## src/rtl/mc_pkg.sv

```systemverilog
// Shared encodings for the multicycle controller: FSM states, opcode/funct
// values, datapath select codes, instruction classes and the control bundle.
package mc_pkg;

  typedef enum logic [2:0] {
    S_FETCH  = 3'd0,
    S_DECODE = 3'd1,
    S_EXEC   = 3'd2,
    S_MEM    = 3'd3,
    S_WB     = 3'd4,
    S_TRAP   = 3'd5
  } state_t;

  localparam logic [5:0] OP_RTYPE = 6'h00;
  localparam logic [5:0] OP_JAL   = 6'h03;
  localparam logic [5:0] OP_BEQ   = 6'h04;
  localparam logic [5:0] OP_BNE   = 6'h05;
  localparam logic [5:0] OP_ADDI  = 6'h08;
  localparam logic [5:0] OP_ADDIU = 6'h09;
  localparam logic [5:0] OP_LW    = 6'h23;
  localparam logic [5:0] OP_SW    = 6'h2B;

  localparam logic [5:0] FN_JR   = 6'h08;
  localparam logic [5:0] FN_ADD  = 6'h20;
  localparam logic [5:0] FN_ADDU = 6'h21;
  localparam logic [5:0] FN_SLT  = 6'h2A;

  localparam logic [2:0] ALU_ADD = 3'd0;
  localparam logic [2:0] ALU_SUB = 3'd1;
  localparam logic [2:0] ALU_SLT = 3'd3;

  localparam logic [1:0] PC_PLUS4  = 2'd0;
  localparam logic [1:0] PC_BRANCH = 2'd1;
  localparam logic [1:0] PC_JUMP   = 2'd2;
  localparam logic [1:0] PC_REG    = 2'd3;

  localparam logic [1:0] SRC_IMM = 2'd0;
  localparam logic [1:0] SRC_PC  = 2'd1;
  localparam logic [1:0] SRC_DB  = 2'd2;

  localparam logic [1:0] DST_RT = 2'd0;
  localparam logic [1:0] DST_RD = 2'd1;
  localparam logic [1:0] DST_RA = 2'd2;

  typedef enum logic [3:0] {
    C_ADD, C_SLT, C_ADDI, C_ADDIU, C_LW, C_SW,
    C_BEQ, C_BNE, C_JAL, C_JR, C_ILLEGAL
  } iclass_t;

  typedef struct packed {
    logic       ir_wr;
    logic       pc_wr;
    logic       reg_wr;
    logic       mem_rd;
    logic       mem_wr;
    logic       mem_to_reg;
    logic       extend;
    logic [1:0] pc_src;
    logic [1:0] alu_src;
    logic [1:0] reg_dst;
    logic [2:0] alu_op;
  } ctrl_t;

  // R-type results land in rd; every other write-back class targets rt.
  function automatic logic is_rtype_alu(input iclass_t c);
    return (c == C_ADD) || (c == C_SLT);
  endfunction

endpackage

```

## src/rtl/op_classifier.sv

```systemverilog
// Combinational instruction classifier: opcode (and funct for opcode 0)
// mapped to an instruction class; anything unsupported is C_ILLEGAL.
import mc_pkg::*;

module op_classifier (
  input  logic [31:0] instruction,
  output iclass_t     cls
);

  logic [5:0] opcode;
  logic [5:0] funct;
  logic       unused_fields;

  assign opcode        = instruction[31:26];
  assign funct         = instruction[5:0];
  assign unused_fields = ^instruction[25:6];

  // NOTE: a default assignment before the case keeps this block latch-free.
  always_comb begin
    cls = C_ILLEGAL;
    case (opcode)
      OP_RTYPE: begin
        case (funct)
          FN_ADD, FN_ADDU: cls = C_ADD;
          FN_SLT:          cls = C_SLT;
          FN_JR:           cls = C_JR;
          default:         cls = C_ILLEGAL;
        endcase
      end
      OP_ADDI:  cls = C_ADDI;
      OP_ADDIU: cls = C_ADDIU;
      OP_LW:    cls = C_LW;
      OP_SW:    cls = C_SW;
      OP_BEQ:   cls = C_BEQ;
      OP_BNE:   cls = C_BNE;
      OP_JAL:   cls = C_JAL;
      default:  cls = C_ILLEGAL;
    endcase
  end

endmodule

```

## src/rtl/multicycle_control.sv

```systemverilog
// Multicycle CPU control FSM with Moore output decode and retired counter.
// Define MULTICYCLE_ILLEGAL_TRAP_EN to trap unsupported instructions.
import mc_pkg::*;

module multicycle_control #(
  parameter int RET_W = 16
) (
  input  logic             clk,
  input  logic             rst_n,
  input  logic [31:0]      instruction,
  input  logic             zero,
  input  logic             mem_ready,
  output logic             IRWr,
  output logic             PCWr,
  output logic             RegWr,
  output logic             MemRd,
  output logic             MemWr,
  output logic             MemToReg,
  output logic             ExtendMethod,
  output logic [1:0]       PCSrc,
  output logic [1:0]       ALUsrc,
  output logic [1:0]       RegDst,
  output logic [2:0]       ALUcntrl,
  output logic [2:0]       state,
  output logic [RET_W-1:0] retired,
  output logic             illegal
);

  state_t  st;
  iclass_t cls_dec;
  iclass_t cls_q;
  logic    done;
  ctrl_t   c;

  op_classifier u_classifier (
    .instruction (instruction),
    .cls         (cls_dec)
  );

  // High on the last cycle of any instruction that completes normally.
  always_comb begin
    done = 1'b0;
    case (st)
`ifndef MULTICYCLE_ILLEGAL_TRAP_EN
      S_DECODE: done = (cls_dec == C_ILLEGAL);
`endif
      S_EXEC:   done = (cls_q == C_BEQ) || (cls_q == C_BNE) ||
                       (cls_q == C_JAL) || (cls_q == C_JR);
      S_MEM:    done = mem_ready && (cls_q == C_SW);
      S_WB:     done = 1'b1;
      default:  done = 1'b0;
    endcase
  end

  // NOTE: sequential state uses non-blocking assignments so every register
  // samples pre-edge values regardless of statement order.
  always_ff @(posedge clk or negedge rst_n) begin
    if (!rst_n) begin
      st      <= S_FETCH;
      cls_q   <= C_ILLEGAL;
      retired <= '0;
    end else begin
      if (done) retired <= retired + RET_W'(1);
      case (st)
        S_FETCH: st <= S_DECODE;
        S_DECODE: begin
          cls_q <= cls_dec;
          if (cls_dec == C_ILLEGAL) begin
`ifdef MULTICYCLE_ILLEGAL_TRAP_EN
            st <= S_TRAP;
`else
            st <= S_FETCH;
`endif
          end else begin
            st <= S_EXEC;
          end
        end
        S_EXEC: begin
          case (cls_q)
            C_LW, C_SW:                   st <= S_MEM;
            C_ADD, C_SLT, C_ADDI, C_ADDIU: st <= S_WB;
            default:                      st <= S_FETCH;
          endcase
        end
        S_MEM:   if (mem_ready) st <= (cls_q == C_LW) ? S_WB : S_FETCH;
        S_WB:    st <= S_FETCH;
        S_TRAP:  st <= S_TRAP;
        default: st <= S_FETCH;
      endcase
    end
  end

  // Outputs are forced low while reset is asserted, even though FETCH is held.
  always_comb begin
    c = '0;
    if (rst_n) begin
      case (st)
        S_FETCH: begin
          c.ir_wr  = 1'b1;
          c.pc_wr  = 1'b1;
          c.pc_src = PC_PLUS4;
        end
        S_EXEC: begin
          case (cls_q)
            C_ADD: c.alu_src = SRC_DB;
            C_SLT: begin
              c.alu_op  = ALU_SLT;
              c.alu_src = SRC_DB;
            end
            C_ADDI, C_LW, C_SW: c.alu_src = SRC_IMM;
            C_ADDIU: begin
              c.alu_src = SRC_IMM;
              c.extend  = 1'b1;
            end
            C_BEQ, C_BNE: begin
              c.alu_op  = ALU_SUB;
              c.alu_src = SRC_DB;
              c.pc_src  = PC_BRANCH;
              c.pc_wr   = (cls_q == C_BEQ) ? zero : !zero;
            end
            C_JAL: begin
              c.reg_wr  = 1'b1;
              c.reg_dst = DST_RA;
              c.alu_src = SRC_PC;
              c.pc_wr   = 1'b1;
              c.pc_src  = PC_JUMP;
            end
            C_JR: begin
              c.pc_wr  = 1'b1;
              c.pc_src = PC_REG;
            end
            default: c = '0;
          endcase
        end
        S_MEM: begin
          c.mem_rd = (cls_q == C_LW);
          c.mem_wr = (cls_q == C_SW);
        end
        S_WB: begin
          c.reg_wr     = 1'b1;
          c.reg_dst    = is_rtype_alu(cls_q) ? DST_RD : DST_RT;
          c.mem_to_reg = (cls_q == C_LW);
        end
        default: c = '0;
      endcase
    end
  end

  assign IRWr         = c.ir_wr;
  assign PCWr         = c.pc_wr;
  assign RegWr        = c.reg_wr;
  assign MemRd        = c.mem_rd;
  assign MemWr        = c.mem_wr;
  assign MemToReg     = c.mem_to_reg;
  assign ExtendMethod = c.extend;
  assign PCSrc        = c.pc_src;
  assign ALUsrc       = c.alu_src;
  assign RegDst       = c.reg_dst;
  assign ALUcntrl     = c.alu_op;
  assign state        = st;

`ifdef MULTICYCLE_ILLEGAL_TRAP_EN
  assign illegal = (st == S_TRAP);
`else
  assign illegal = 1'b0;
`endif

endmodule

```

## config.mk

```make
export PLATFORM = sky130hd
export DESIGN_NAME = multicycle_control
export DESIGN_NICKNAME = d
export VERILOG_FILES = /design/src/rtl/mc_pkg.sv /design/src/rtl/op_classifier.sv /design/src/rtl/multicycle_control.sv
export SDC_FILE = /design/constraint.sdc
export NUM_CORES = 1
export LEC_CHECK = 0
export ABC_AREA = 1
export CAP_MARGIN = 20
export CELL_PAD_IN_SITES_DETAIL_PLACEMENT = 1
export CELL_PAD_IN_SITES_GLOBAL_PLACEMENT = 1
export CORE_MARGIN = 10
export CORE_UTILIZATION = 29
export DETAILED_ROUTE_END_ITERATION = 10
export HOLD_SLACK_MARGIN = 0.15
export PLACE_DENSITY = 0.9
export SETUP_SLACK_MARGIN = 0.15
export SYNTH_ARGS = -nofsm -noshare
export SYNTH_HDL_FRONTEND = slang
export SYNTH_SLANG_ARGS = --single-unit
export TNS_END_PERCENT = 5
```

## constraint.sdc

```tcl
create_clock -name clk -period 2.2 [get_ports clk]
set_input_delay 0.66 -clock clk [delete_from_list [all_inputs] [get_ports clk]]
set_output_delay 0.66 -clock clk [all_outputs]
set_load 0.03 [all_outputs]
```

# == After elaboration in Yosys (flattened, before gate mapping) ==
# Index checks and enable logic that the tools add are counted.
# W data, S select, Z words.
# totals
inputBits,36
wordCells,73
register_bits,23
out_inout_bits,36
# op_classes
n_addsub,1
reduce_logical,15
n_mux,27
n_eq_ne,27
# ops
cell,n
$pmux W4 S8,1
$eq A6 B6 Y1 const B,5
$eq A6 B4 Y1 const B,3
$add A16 B1 Y16 const B,1
$eq A4 B3 Y1 const B,4
$mux W16,1
$pmux W2 S2,4
$pmux W3 S5,1
$eq A4 B4 Y1 const B,3
$eq A6 B3 Y1 const B,2
$pmux W4 S3,1
$mux W2,5
$mux W3,3
$eq A4 B2 Y1 const B,2
$reduce_or A2 Y1,4
$reduce_or A4 Y1,2
$eq A3 B2 Y1 const B,2
$eq A3 B3 Y1 const B,2
$eq A6 B2 Y1 const B,1
$logic_not A6 Y1,1
$mux W1,6
$pmux W2 S3,1
$pmux W3 S2,1
$eq A4 B1 Y1 const B,1
9 further kinds,13

# == Logic depth before layout (Yosys ltp) ==
# logic_depth
ltp_word,7
mapped_depth,13
depth_no_buf,12

# == Modules after synthesis ==
# A second synthesis with hierarchy kept.
# unflattened
cells_unflattened,289
hier_area_um2,1851.8
# by_module_without_submodules
module,seq_area_each_um2,cells_per_inst,area_per_inst_um2,n_inst
multicycle_control,578.1,232,1590.3,1
op_classifier,0.0,57,261.5,1

# == Least setup slack after synthesis ==
# OpenSTA, ideal clock, no wires.
# synth_timing
path_kind,register to output
from,reg st[2] (netlist: state[2])
to,out RegWr
slack_ps,-360
arrival_time_ps,1900
required_ps,1540
stages_incl_launch_ff,6
path_buffers,0
path_cell_list,dfrtp_1 nor3_2 nand2_1 nor2_1 nand2_1 nand2_1
# synth_between
elab_chain_len,3
word_cells_on_any_way,4
classes_between,eq/ne: 2; mux: 2
# synth_lines
element,line,rtl
"start, declared",multicycle_control.sv:29,state_t st;
"start signal, assigned",multicycle_control.sv:85,S_MEM: if (mem_ready) st <= (cls_q == C_LW) ? S_WB : S_FETCH;
$eq A3 B3 Y1 or $eq A3 B2 Y1 (tied branches),multicycle_control.sv:97,case (st)
$pmux W1 S2 *,multicycle_control.sv:97,
$mux W16 *,multicycle_control.sv:96,if (rst_n) begin
"end, declared",multicycle_control.sv:15,"output logic RegWr,"
# Every way passes the cells marked *; elsewhere a longest branch is shown, timed or not.

# == Final worst setup path ==
# layout_timing
from,reg st[2] (netlist: state[2])
to,out ExtendMethod
# layout_between
elab_chain_len,3
# layout_lines
element,line,rtl
$eq A3 B2 Y1,multicycle_control.sv:97,
$mux W1,multicycle_control.sv:97,
$mux W16,multicycle_control.sv:96,
"end, declared",multicycle_control.sv:19,"output logic ExtendMethod,"
# Every way passes these cells.

==> flow_metrics.env <==
export IMPL_vias_per_cell=5.10
export IMPL_vias=2015
export IMPL_ys_seq_area_share_pct=34.4
export IMPL_clock_root_buffer="clkbuf_8"
export IMPL_period_needed_ps=2260
export IMPL_grt_overflow=0
export IMPL_clock_latency_ps=270
export IMPL_top_layer="met4"
export IMPL_place_gp_congestion=0.831
export IMPL_place_port_buffers=49
export IMPL_routedWlPerCell_um=16.3
export IMPL_cts_htree_levels=1
export IMPL_rsz0062_at_grt="true"
export IMPL_antenna_found_initial=0
export IMPL_die_area_um2=9240
export IMPL_powerDensity_nw_per_um2=801
export IMPL_wl_met3_um=270
export IMPL_leakagePower_nw=1.60
export IMPL_grt_max_degree=24
export IMPL_holdWs_ps=540
export IMPL_wl_met2_um=3530
export IMPL_r2r_end="retired[7]"
export IMPL_vdd_drop_max_uv=332
export IMPL_finalWorstSetupSlack_ps=-56.7
export IMPL_r2r_slack_ps=380
export IMPL_holdPathEnd="cls_q[1]"
export IMPL_synth_compound_gate_area_share_pct=4.91
export IMPL_hold_violations=0
export IMPL_finClkSkew_ps=7.42
export IMPL_drt_iter0_markers=88
export IMPL_synth_cells=249
export IMPL_cts_tree="built"
export IMPL_crit_type="flop to output port"
export IMPL_wl_um=6440
export IMPL_synthSimpleGateAreaFrac_pct=43.5
export IMPL_crit_fanout=3
export IMPL_dieHeight_um=96.2
export IMPL_yosysWarnings=0
export IMPL_fmax_mhz=443
export IMPL_cts_clk_slew_worst_paths_ps=80
export IMPL_synth_xor_area_share_pct=7.81
export IMPL_worst_hold_path_num_cells=2
export IMPL_ys_types=28
export IMPL_outcome="finished with violations"
export IMPL_die_x_um=96.2
export IMPL_r2r_start="cls_q[1]"
export IMPL_numCtsBuffers=3
export IMPL_avgSynthCellArea_um2=6.75
export IMPL_area_growth_pct=60.1
export IMPL_fin_crit_sh_pct=103
export IMPL_violations="setup timing"
export IMPL_firstDrtPassIters=4
export IMPL_grt_use_total_pct=12.4
export IMPL_r2r_cells=9
export IMPL_multi_input_area_um2=1140
export IMPL_place_hpwl_um=4570
export IMPL_core_area_um2=5570
export IMPL_hp_start="cls_q[1]"
export IMPL_max_cap_viol_count=0
export IMPL_clock_path_buffers=2
export IMPL_slew_viol_final=0
export IMPL_io_pins=72
export IMPL_holdBufCountCts=0
export IMPL_grt_pass1_wl_um=9500
export IMPL_layout_drive_gt1_share_pct=27.6
export IMPL_nets=361
export IMPL_required_ps=1540
export IMPL_muxShareOfSynthArea_pct=0
export IMPL_synth_fa_ha_area_share_pct=0.744
export IMPL_ys_ff_latch=23
export IMPL_synth_area_um2=1680
export IMPL_drcViolationCount=0
export IMPL_ant_nets=0
export IMPL_worstSetupStartpointType="flop"
export IMPL_fillers=685
export IMPL_n_antenna_cell=0
export IMPL_start_util_pct=30.2
export IMPL_met1Wirelength_um=2470
export IMPL_crit_arrival_ps=1600
export IMPL_regArea_um2=582
export IMPL_synth_top_family_by_area="simple AND/OR/NAND/NOR gates"
export IMPL_setup_viol=6
export IMPL_hold_class="flop to flop"
export IMPL_row_count=27
export IMPL_cp_end_kind="output port"
export IMPL_grt_pass1_vias=1980
export IMPL_finalPower_w=0.00216
export IMPL_cts_sinks=23
## per-layer routing
layer,vias up,track usage [%]
li1,943,-
met1,993,15.2
met2,63,22.8
met3,16,1.25
met4,0,2.21
met5,-,0
## repair_timing
action / in CTS / in global routing
resized for setup: 10 / 55
endpoints found under the setup margin: 30 / 53
cloned: 0 / 1
endpoints found under the hold margin: 0 / 0
pin swaps: 3 / 12
setup buffers: 3 / 10
## worst max path at each step
stage | startpoint | to | depth (start not counted)
finish | state[2] | ExtendMethod | 5
CTS | state[0] | ExtendMethod | 5
floorplan | state[2] | ALUsrc[0] | 5
global route | state[2] | ExtendMethod | 5
global placement | rst_n | ExtendMethod | 4
detailed placement | rst_n | RegWr | 6
## layout by cell type (no fill, tap or decap), types with 2 or more instances in the layout
| cell type | n |
|---|---|
| nand2_1 | 69 |
| nand3_1 | 33 |
| buf_4 | 32 |
| dlymetal6s2s_1 | 24 |
| nor2_1 | 23 |
| inv_1 | 22 |
| dfrtp_1 | 18 |
| nor2_2 | 10 |
| xor2_1 | 9 |
| clkdlybuf4s50_1 | 7 |
| xnor2_1 | 6 |
| o21ai_0 | 6 |
| buf_6 | 6 |
| nor2_4 | 5 |
| inv_2 | 5 |
| nand2_4 | 5 |
| nand4_1 | 5 |
| nor3_1 | 4 |
| nand2_2 | 3 |
| clkbuf_8 | 3 |
| dfrtp_2 | 3 |
| nand3_4 | 2 |
| nand3_2 | 2 |
| nand2_8 | 2 |
| conb_1 | 2 |
| dfstp_2 | 2 |
| buf_12 | 2 |
## synth_stat cells
library cell | number | share of area [%]
nor2_4 | 1 | 0.67
a21oi_1 | 1 | 0.30
o21ai_2 | 1 | 0.52
nand4_1 | 5 | 1.9
ha_1 | 1 | 0.74
o21ai_0 | 6 | 1.8
o211ai_1 | 1 | 0.45
dfstp_2 | 2 | 3.1
nor3_2 | 1 | 0.60
inv_1 | 26 | 5.8
inv_2 | 1 | 0.22
xor2_1 | 9 | 4.7
buf_4 | 4 | 1.8
a21oi_4 | 1 | 0.97
a32oi_1 | 1 | 0.52
nand2_4 | 2 | 1.3
nor3_1 | 5 | 1.5
conb_1 | 1 | 0.22
o22ai_1 | 1 | 0.37
nand3_2 | 2 | 1.2
nand2_1 | 76 | 17
nor2_1 | 35 | 7.8
buf_6 | 1 | 0.67
nor4_1 | 1 | 0.37
nor2_2 | 2 | 0.74
xnor2_1 | 6 | 3.1
nand3_1 | 35 | 10
dfrtp_1 | 21 | 31
## registers in the layout, summed over array words and instances, names as in the netlist
signal   count
retired     16
cls_q        4
state        3
## kinds of logic after synthesis
logic type,after synthesis
compound gates,12
xor+xnor,15
fa+ha+maj,1
buf+inv,32
flops,23
other cells,1
simple gates,165
## critical path, stage by stage, from the launching register on
cell     delay, ps
dfrtp_2        430
nor3_4         230
buf_6          140
nand2_4         60
nor4_4         310
buf_6          180
## through the flow
step | area [um^2] | utilization, % | setup TNS, ps | cells | setup WS [ps]
finish | 2690 | 48.3 | -120 | 395 | -56.7
detailed placement | 2340 | 42.1 | -5150 | 377 | -341
global placement | 2340 | 42.1 | -3740 | 377 | -288
floorplan | 1740 | - | 0 | 250 | 114
global route | 2690 | 48.3 | -746 | 395 | -104
CTS | 2440 | 43.7 | 0 | 384 | 2.84
## where the power goes
group          switching, W  internal [W]  leakage, nW
combinational      0.000760      0.000475         1.28
sequential         0.000131      0.000525        0.301
clock              0.000135      0.000129       0.0228
## area by class of cell
| class | count | area share, % |
|---|---|---|
| Multi-Input combinational cell | 196 | 42.2 |
| Inverter | 27 | 3.76 |
| Sequential cell | 23 | 21.6 |
| Clock buffer | 4 | 1.67 |
| Tap cell | 72 | 3.35 |
| Timing Repair Buffer | 73 | 27.4 |
No activity file was read; power rests on OpenSTA's default activity.
